$ cat config.mk
export PLATFORM = sky130hd
export DESIGN_NAME = program_loader_flat
export DESIGN_NICKNAME = d
export VERILOG_FILES = /design/src/rtl/program_loader_if.sv /design/src/rtl/program_loader.sv /design/src/flat_wrapper.sv
export SDC_FILE = /design/constraint.sdc
export NUM_CORES = 1
export LEC_CHECK = 0
export CAP_MARGIN = 20
export CORE_MARGIN = 2
export CORE_UTILIZATION = 43
export CTS_CLUSTER_SIZE = 25
export DETAILED_ROUTE_END_ITERATION = 12
export GPL_ROUTABILITY_DRIVEN = 0
export MAX_ROUTING_LAYER = met4
export PLACE_DENSITY = 0.85
export SLEW_MARGIN = 20
export SYNTH_ARGS = -nofsm -noshare
export SYNTH_HDL_FRONTEND = slang
export SYNTH_SLANG_ARGS = --single-unit
$ cat constraint.sdc
create_clock -name clk -period 5.4 [get_ports clk]
set_input_delay 0.54 -clock clk [delete_from_list [all_inputs] [get_ports clk]]
set_output_delay 0.54 -clock clk [all_outputs]
set_load 0.01 [all_outputs]
$ cat src/rtl/program_loader_if.sv
// Host load channel and instruction-memory write port of the program loader.
interface program_loader_if #(
  parameter int ADDR_W = 5
);
  logic              load_valid;
  logic [31:0]       load_data;
  logic              load_last;
  logic              load_ready;
  logic              imem_we;
  logic [ADDR_W-1:0] imem_addr;
  logic [31:0]       imem_wdata;

  modport master (
    output load_valid, load_data, load_last,
    input  load_ready, imem_we, imem_addr, imem_wdata
  );

  modport slave (
    input  load_valid, load_data, load_last,
    output load_ready, imem_we, imem_addr, imem_wdata
  );
endinterface

$ cat src/rtl/program_loader.sv
// Streams host words into instruction memory, then holds the CPU in reset for
// RST_CYCLES before release. Define PROGRAM_LOADER_CHECKSUM_EN for the XOR checksum.
module program_loader #(
  parameter int DEPTH      = 32,
  parameter int ADDR_W     = 5,
  parameter int RST_CYCLES = 2
) (
  input  logic              clk,
  input  logic              Reset_n,
  program_loader_if.slave   bus,
  input  logic              start,
  input  logic              abort,
  output logic              cpu_reset,
  output logic              cpu_load,
  output logic              running,
  output logic [ADDR_W:0]   word_count,
  output logic              overflow,
  output logic [31:0]       checksum
);

  typedef enum logic [1:0] {S_IDLE, S_LOAD, S_HOLD, S_RUN} state_t;

  localparam int                HOLD_W    = (RST_CYCLES > 1) ? $clog2(RST_CYCLES) : 1;
  localparam logic [HOLD_W-1:0] HOLD_LAST = HOLD_W'(RST_CYCLES - 1);
  localparam logic [ADDR_W:0]   FULL      = (ADDR_W+1)'(DEPTH);

  state_t            state, next_state;
  logic [HOLD_W-1:0] hold_cnt, hold_next;
  logic              loading, ready, xfer;
  logic              we_q;
  logic [ADDR_W-1:0] addr_q;
  logic [31:0]       wdata_q;

  assign loading        = (state == S_IDLE) || (state == S_LOAD);
  assign ready          = loading && (word_count != FULL);
  assign xfer           = bus.load_valid && ready;
  assign bus.load_ready = ready;
  assign bus.imem_we    = we_q;
  assign bus.imem_addr  = addr_q;
  assign bus.imem_wdata = wdata_q;

  // NOTE: sequential state uses non-blocking assignments so every register
  // samples pre-edge values regardless of process ordering.
  always_ff @(posedge clk or negedge Reset_n) begin
    if (!Reset_n) begin
      state    <= S_IDLE;
      hold_cnt <= '0;
    end else begin
      state    <= next_state;
      hold_cnt <= hold_next;
    end
  end

  // NOTE: every always_comb output gets a default first so no path can infer a latch.
  always_comb begin
    next_state = state;
    hold_next  = hold_cnt;
    unique case (state)
      S_IDLE, S_LOAD: begin
        hold_next = '0;
        if (xfer)
          next_state = bus.load_last ? S_HOLD : S_LOAD;
        else if (start && (word_count != '0))
          next_state = S_HOLD;
      end
      S_HOLD: begin
        if (hold_cnt == HOLD_LAST) next_state = S_RUN;
        else                       hold_next  = hold_cnt + HOLD_W'(1);
      end
      S_RUN: ;
    endcase
    if (abort) begin
      next_state = S_IDLE;
      hold_next  = '0;
    end
  end

  // CPU controls are registered from next_state so they change with the state itself.
  always_ff @(posedge clk or negedge Reset_n) begin
    if (!Reset_n) begin
      we_q       <= 1'b0;
      addr_q     <= '0;
      wdata_q    <= '0;
      word_count <= '0;
      overflow   <= 1'b0;
      cpu_reset  <= 1'b1;
      cpu_load   <= 1'b0;
      running    <= 1'b0;
    end else begin
      we_q      <= 1'b0;
      cpu_load  <= (next_state == S_IDLE) || (next_state == S_LOAD);
      cpu_reset <= (next_state != S_RUN);
      running   <= (next_state == S_RUN);
      if (abort) begin
        word_count <= '0;
        overflow   <= 1'b0;
      end else begin
        if (xfer) begin
          we_q       <= 1'b1;
          addr_q     <= word_count[ADDR_W-1:0];
          wdata_q    <= bus.load_data;
          word_count <= word_count + (ADDR_W+1)'(1);
        end
        if ((state == S_LOAD) && (word_count == FULL) && bus.load_valid)
          overflow <= 1'b1;
      end
    end
  end

`ifdef PROGRAM_LOADER_CHECKSUM_EN
  logic [31:0] csum_q;

  always_ff @(posedge clk or negedge Reset_n) begin
    if (!Reset_n)   csum_q <= '0;
    else if (abort) csum_q <= '0;
    else if (xfer)  csum_q <= csum_q ^ bus.load_data;
  end

  assign checksum = csum_q;
`else
  assign checksum = '0;
`endif

endmodule

$ cat src/flat_wrapper.sv
// flat-port wrapper written by rule: the top's interface ports become plain ports
module program_loader_flat 
#(
  parameter int DEPTH      = 32,
  parameter int ADDR_W     = 5,
  parameter int RST_CYCLES = 2
)
  (clk, Reset_n, start, abort, cpu_reset, cpu_load, running, word_count, overflow, checksum, bus_load_valid, bus_load_data, bus_load_last, bus_load_ready, bus_imem_we, bus_imem_addr, bus_imem_wdata);
  program_loader_if #(.ADDR_W(ADDR_W)) bus_i ();
  input  logic clk;
  input  logic Reset_n;
  input  logic start;
  input  logic abort;
  output logic cpu_reset;
  output logic cpu_load;
  output logic running;
  output logic [ADDR_W:0] word_count;
  output logic overflow;
  output logic [31:0] checksum;
  input wire logic [$bits(bus_i.load_valid)-1:0] bus_load_valid;
  input wire logic [$bits(bus_i.load_data)-1:0] bus_load_data;
  input wire logic [$bits(bus_i.load_last)-1:0] bus_load_last;
  output wire logic [$bits(bus_i.load_ready)-1:0] bus_load_ready;
  output wire logic [$bits(bus_i.imem_we)-1:0] bus_imem_we;
  output wire logic [$bits(bus_i.imem_addr)-1:0] bus_imem_addr;
  output wire logic [$bits(bus_i.imem_wdata)-1:0] bus_imem_wdata;
  assign bus_i.load_valid = bus_load_valid;
  assign bus_i.load_data = bus_load_data;
  assign bus_i.load_last = bus_load_last;
  assign bus_load_ready = bus_i.load_ready;
  assign bus_imem_we = bus_i.imem_we;
  assign bus_imem_addr = bus_i.imem_addr;
  assign bus_imem_wdata = bus_i.imem_wdata;
  program_loader #(.DEPTH(DEPTH), .ADDR_W(ADDR_W), .RST_CYCLES(RST_CYCLES)) u_core (.clk(clk), .Reset_n(Reset_n), .bus(bus_i), .start(start), .abort(abort), .cpu_reset(cpu_reset), .cpu_load(cpu_load), .running(running), .word_count(word_count), .overflow(overflow), .checksum(checksum));
endmodule
==> results.py, run 1 <==
metrics = {
    "layout": {
        "synthToLayoutAreaGrowth_pct": 36.71,
        "layout-drive-gt1-share_pct": 19.62,
        "finalNetCount": 304,
        "final_cell_mix": "clkdlybuf4s50_1, dfrtp_1, conb_1",
        "antennaDiodeCount": 0,
        "final_common_cell": "clkdlybuf4s50_1",
    },
    "worst_setup_path": {
        "worstPathArrival_ns": 2.97,
        "r2r_end": "u_core.bus.imem_wdata[25]",
        "cp-end-kind": "flip-flop",
        "endpoint": "u_core.bus.imem_wdata[25]",
        "crit_type": "in2reg",
        "r2r_setup_slack_ns": 2.83,
        "crit_required_ns": 5.59,
        "start_kind": "input pin",
        "worstRegToRegCells": 7,
        "r2r_start": "u_core.word_count[0]",
        "cp-startpoint": "bus_load_valid",
        "crit_fanout": 23,
    },
    "sta": {
        "relSlewSlack_pct": 58.74,
        "hold_viol": 0,
        "fin_setup_tns_ns": 0,
        "fin_crit_sh_pct": 51.52,
        "worst_pin_slew_ns": 0.6189,
        "rsz0062_at_grt": "no",
        "setup_violations": 0,
        "drv_slew": 0,
        "clock_skew_ns": 0.008136,
        "fin_crit_ns": 2.782,
        "max_freq_mhz": 359.4,
    },
    "cts": {
        "cts_setup_buffers": 0,
        "htreeDepth": 2,
        "clock_latency_ns": 0.30,
        "ctsHoldBuffers": 0,
        "clock_sinks": 51,
        "numCtsBuffers": 5,
        "path_clk_slew_ns": 0.09,
        "root_buffer": "clkbuf_8",
        "cts_tree": "built",
        "clk_path_buf_depth": 2,
        "cts_resized": 0,
    },
    "power": {
        "leakage_nw": 1.472,
        "peakVddDrop_v": 0.0001415,
        "p_per_area_nw_per_um2": 315.8,
        "power_mw": 1.040,
    },
    "outcome": {
        "status": "complete, no violations",
    },
    "route": {
        "dr.pass1.iters": 2,
        "via_per_inst": 4.475,
        "antenna_left": 0,
        "avgRoutedWirePerCell_um": 13.01,
        "via_count": 1508,
        "route.detailed.drc": 0,
        "drt-total-wl_mm": 4.386,
        "first_iter_violations": 16,
    },
    "synth": {
        "avgSynthCellArea_um2": 13.69,
        "synth_cell_types": 35,
        "synthSimpleGateAreaFrac_pct": 7.736,
        "netlist_instances": 176,
        "synth_top_family_by_area": "multiplexers",
        "synth-warning-count": 0,
        "synthAdderAreaFrac_pct": 1.038,
        "yosysSeqAreaShare_pct": 53.01,
        "yosys-mux-area-fraction_pct": 20.66,
        "synth_xor_area_share_pct": 1.454,
        "synth_compound_area_share_pct": 3.011,
        "synth_area_um2": 2410,
        "ys_ff_latch": 51,
    },
    "floorplanning": {
        "die_w_um": 78.86,
        "pin_count": 119,
        "die_y_um": 78.86,
        "core-area_um2": 5473,
        "die_area_um2": 6219,
        "start_util_pct": 44.03,
        "fp-row-count": 27,
    },
    "placement": {
        "dp_hpwl_mm": 3.190,
        "io_buffers": 86,
    },
    "global_route": {
        "grtUsageTotal_pct": 14.85,
        "grt.overflow.total": 0,
        "grt_max_degree": 52,
        "antenna_found_initial": 0,
        "grt_pass1_vias": 1543,
        "grt_pass1_wl_mm": 7.148,
    },
    "min_path": {
        "hold_class": "in2async",
    },
    "job": {
        "maxCapViolations": 0,
    },
}
logic make-up (layout without fill, tap and decap cells):
group / Yosys count / in the layout
flops: 51 / 51
xor+xnor: 4 / 4
simple gates: 31 / 31
compound gates: 9 / 9
fa+ha+maj: 2 / 2
mux: 38 / 38
buf+inv: 40 / 98
other cells: 1 / 32
critical path, cell delays in order:
cell and delay, ns:
clkdlybuf4s50_1 0.52, nor2b_1 0.27, a21boi_4 0.33, nor2b_4 0.47, buf_4 0.45, mux2_2 0.38
flip-flops by register name, summed over array words and instances (netlist names):
register and flops:
u_core.bus.imem_addr 5, u_core.bus.imem_wdata 32, u_core.bus.imem_we 1, u_core.cpu_load 1
u_core.cpu_reset 1, u_core.hold_cnt 1, u_core.overflow 1, u_core.running 1
u_core.state 2, u_core.word_count 6
Yosys cell counts (all sizes together):
library cell	n	area share, %
dfstp	1	1.1
nand4	1	0.26
a21o	1	0.31
a21oi	3	0.62
a31o	1	0.36
nor3b	2	0.62
and2	2	0.52
ha	2	1.0
or4	1	0.31
nand2b	2	0.52
nand2	4	0.62
clkbuf	1	0.16
mux2i	1	0.42
xor2	3	1.1
a2bb2oi	1	0.36
nor4b	1	0.99
a31oi	1	0.26
xnor2	1	0.36
nor2	11	1.7
mux2	37	20
o211ai	1	0.31
conb	1	0.16
or3	1	0.26
buf	36	12
nand3b	2	0.62
inv	3	0.47
dfrtp	50	52
nor3	1	0.21
a21boi	1	0.78
nor2b	3	1.1
power breakdown:
group | leakage, nW | total [mW] | switching (mW) | internal, mW
registers | 0.628 | 0.476 | 0.0340 | 0.442
clock network | 0.0581 | 0.259 | 0.121 | 0.138
logic | 0.786 | 0.305 | 0.110 | 0.195
total | 1.47 | 1.04 | 0.265 | 0.776
stage by stage:
| step | utilization (%) | instances | cell area (um^2) | hold slack, ns | worst slack, ns |
|---|---|---|---|---|---|
| detailed placement | 58.09 | 329 | 3179 | 0.4916 | 2.273 |
| global placement | 58.09 | 329 | 3179 | 0.4889 | 2.358 |
| global route | 60.20 | 337 | 3294 | 0.2941 | 2.439 |
| floorplan | - | 207 | 2526 | 0.2444 | 3.431 |
| CTS | 60.15 | 337 | 3292 | 0.4745 | 2.589 |
| finish | 60.20 | 337 | 3294 | 0.2597 | 2.618 |
per-layer routing:
metal  up-vias  global-route usage (%)  share of wire [%]
li1        707                       -                  -
met1       731                   18.44                 43
met2        66                   24.70                 49
met3         4                   3.409                7.3
met4         0                   3.966               0.46
met5         -                       -                  0
worst min path at each step:
stage,endpoint,cells past startpoint,start
6_report,u_core.bus.imem_wdata[5],1,Reset_n
3_3_place_gp,u_core.bus.imem_wdata[27],1,u_core.bus.imem_wdata[27]
4_1_cts,u_core.word_count[1],1,Reset_n
5_1_grt,u_core.word_count[1],1,Reset_n
3_5_place_dp,u_core.bus.imem_wdata[9],1,u_core.bus.imem_wdata[9]
2_1_floorplan,u_core.bus.imem_addr[0],0,Reset_n
cell type report:
class                           instances  area (um^2)
Fill cell                             459         2178
Sequential cell                        51         1277
Multi-Input combinational cell        116        937.1
Timing Repair Buffer                   87        865.8
Tap cell                               72        90.09
Clock buffer                            5        68.82
Clock inverter                          3        43.79
Inverter                                3        11.26
Note: power is estimated with default switching activity, not from simulation.
==> run 2: changes to the inputs <==
--- a/config.mk
+++ b/config.mk
@@ -7,12 +7,12 @@
 export LEC_CHECK = 0
 export CAP_MARGIN = 20
 export CORE_MARGIN = 2
-export CORE_UTILIZATION = 43
+export CORE_UTILIZATION = 36
 export CTS_CLUSTER_SIZE = 25
 export DETAILED_ROUTE_END_ITERATION = 12
 export GPL_ROUTABILITY_DRIVEN = 0
 export MAX_ROUTING_LAYER = met4
-export PLACE_DENSITY = 0.85
+export PLACE_DENSITY = 0.76
 export SLEW_MARGIN = 20
 export SYNTH_ARGS = -nofsm -noshare
 export SYNTH_HDL_FRONTEND = slang
==> constraint.sdc (replaced) <==
create_clock -name clk -period 2.5 [get_ports clk]
set_input_delay 0.25 -clock clk [delete_from_list [all_inputs] [get_ports clk]]
set_output_delay 0.25 -clock clk [all_outputs]
set_load 0.01 [all_outputs]
==> run 2 against run 1 <==
Compared with the run above: power up 110%; critical path depth unchanged; sequential share of layout area down 0.29 points; via count up 1.6%; the flow now finishes with violations (DRC, hold timing); utilization down 8.5 points.
==> results.py, run 2 (synthesis gave the netlist of run 1 again) <==
metrics = {
    "route": {
        "dr.pass1.iters": 8,
        "via_count": 1532,
        "route.detailed.drc": 9,
        "antenna_left": 0,
        "via_per_inst": 4.415,
        "first_iter_violations": 46,
        "drt-total-wl_mm": 4.732,
        "avgRoutedWirePerCell_um": 13.64,
    },
    "floorplanning": {
        "start_util_pct": 37.52,
        "pin_count": 119,
        "die_y_um": 85.82,
        "core-area_um2": 6422,
        "fp-row-count": 29,
        "die_area_um2": 7364,
        "die_w_um": 85.82,
    },
    "worst_setup_path": {
        "crit_type": "reg2out",
        "crit_required_ns": 2.25,
        "r2r_end": "u_core.bus.imem_wdata[31]",
        "worstRegToRegCells": 8,
        "worstPathArrival_ns": 2.03,
        "cp-startpoint": "u_core.word_count[0]",
        "crit_fanout": 5,
        "start_kind": "flip-flop",
        "r2r_start": "u_core.word_count[0]",
        "endpoint": "bus_load_ready",
        "r2r_setup_slack_ns": 0.38,
        "cp-end-kind": "output port",
    },
    "layout": {
        "fin_util_pct": 51.69,
        "fillers": 576,
        "layout-drive-gt1-share_pct": 21.11,
        "final_common_cell": "clkdlybuf4s50_1",
        "finalNetCount": 309,
        "final_cell_mix": "clkdlybuf4s50_1, dfrtp_1, conb_1",
        "design_area_um2": 3319,
        "synthToLayoutAreaGrowth_pct": 37.75,
        "largest_reg_flops": 32,
        "antennaDiodeCount": 0,
    },
    "cts": {
        "clk_path_buf_depth": 2,
        "htreeDepth": 2,
        "root_buffer": "clkbuf_8",
        "clock_latency_ns": 0.30,
        "ctsHoldBuffers": 0,
        "path_clk_slew_ns": 0.09,
        "cts_tree": "built",
        "clock_sinks": 51,
        "numCtsBuffers": 5,
    },
    "sta": {
        "clock_skew_ns": 0.005688,
        "fin_crit_ns": 2.280,
        "rsz0062_at_grt": "no",
        "whs_ns": -0.01015,
        "relSlewSlack_pct": 52.35,
        "max_freq_mhz": 438.6,
        "setup_violations": 0,
        "drv_slew": 0,
        "worst_pin_slew_ns": 0.7148,
        "hold_viol": 19,
        "fin_setup_tns_ns": 0,
        "fin_crit_sh_pct": 91.20,
    },
    "placement": {
        "dpl-instance-area_um2": 3228,
        "io_buffers": 86,
        "dp_hpwl_mm": 3.458,
    },
    "global_route": {
        "antenna_found_initial": 0,
        "grt_pass1_vias": 1566,
        "grt_pass1_wl_mm": 7.693,
        "grt.overflow.total": 0,
        "grt_max_degree": 33,
        "grtUsageTotal_pct": 13.69,
    },
    "power": {
        "power_mw": 2.169,
        "p_per_area_nw_per_um2": 653.5,
        "leakage_nw": 1.488,
        "peakVddDrop_v": 0.0003003,
    },
    "outcome": {
        "failed_checks": "DRC, hold timing",
        "status": "finished, violations left",
    },
    "job": {
        "maxCapViolations": 0,
    },
    "min_path": {
        "hold_class": "in2async",
    },
}
==> run 2: cell count changes in the layout (fill, tap and decap cells not counted) <==
cell / before / now
buf_4: 2 / 5
buf_12: 0 / 1
clkinv_2: 1 / 3
clkinv_4: 1 / 0
buf_2: 0 / 1
bufinv_16: 1 / 0
==> run 2: per-layer routing <==
metal | GRT usage (%) | vias to the layer above | wire [um]
met2 | 22.02 | 72 | 2294
met4 | 3.030 | 0 | 40
met5 | - | - | 0
met3 | 3.561 | 5 | 337
met1 | 17.50 | 747 | 2059
li1 | - | 708 | -
==> run 2: worst min-delay path by stage <==
stage | from | endpoint | depth (start not counted)
2_1_floorplan | Reset_n | u_core.bus.imem_addr[0] | 0
3_3_place_gp | Reset_n | u_core.bus.imem_wdata[18] | 1
3_5_place_dp | Reset_n | u_core.bus.imem_wdata[18] | 1
4_1_cts | Reset_n | u_core.bus.imem_wdata[18] | 1
5_1_grt | Reset_n | u_core.bus.imem_wdata[18] | 1
6_report | Reset_n | u_core.bus.imem_wdata[18] | 1
==> run 2: power breakdown <==
part,total (mW),internal (mW),switching (mW)
Combinational,0.677,0.433,0.244
Clock,0.461,0.192,0.269
Sequential,1.03,0.956,0.0754
==> run 2: final cells by class <==
cell class                      instances  area [um^2]  area share, %
Tap cell                               77        96.34          2.902
Timing Repair Buffer                   92        913.4          27.52
Multi-Input combinational cell        116        937.1          28.23
Inverter                                3        11.26         0.3392
Clock buffer                            5        68.82          2.073
Clock inverter                          3        15.01         0.4523
Sequential cell                        51         1277          38.48
==> run 2: critical path, stage by stage, from the launching register on <==
cell and delay (ns):
dfrtp_1 0.45, inv_1 0.12, ha_1 0.15, nor4b_4 0.27, and2_1 0.22, nor2_1 0.05, clkdlybuf4s50_1 0.48
==> run 2: repair_timing <==
item                                    4_1_cts  5_1_grt
endpoints found under the setup margin        0        1
gates resized for setup                       0        0
buffers inserted                              0        1
==> run 2: per-stage QoR <==
stage               hold slack (ns)  setup slack, ns  std cells
floorplan                  -0.04559           0.5314        207
global placement             0.3426           0.3562        338
detailed placement           0.3512           0.3051        338
CTS                         0.01576           0.1007        346
global route                0.04889          0.07639        347
finish                     -0.01015           0.2200        347
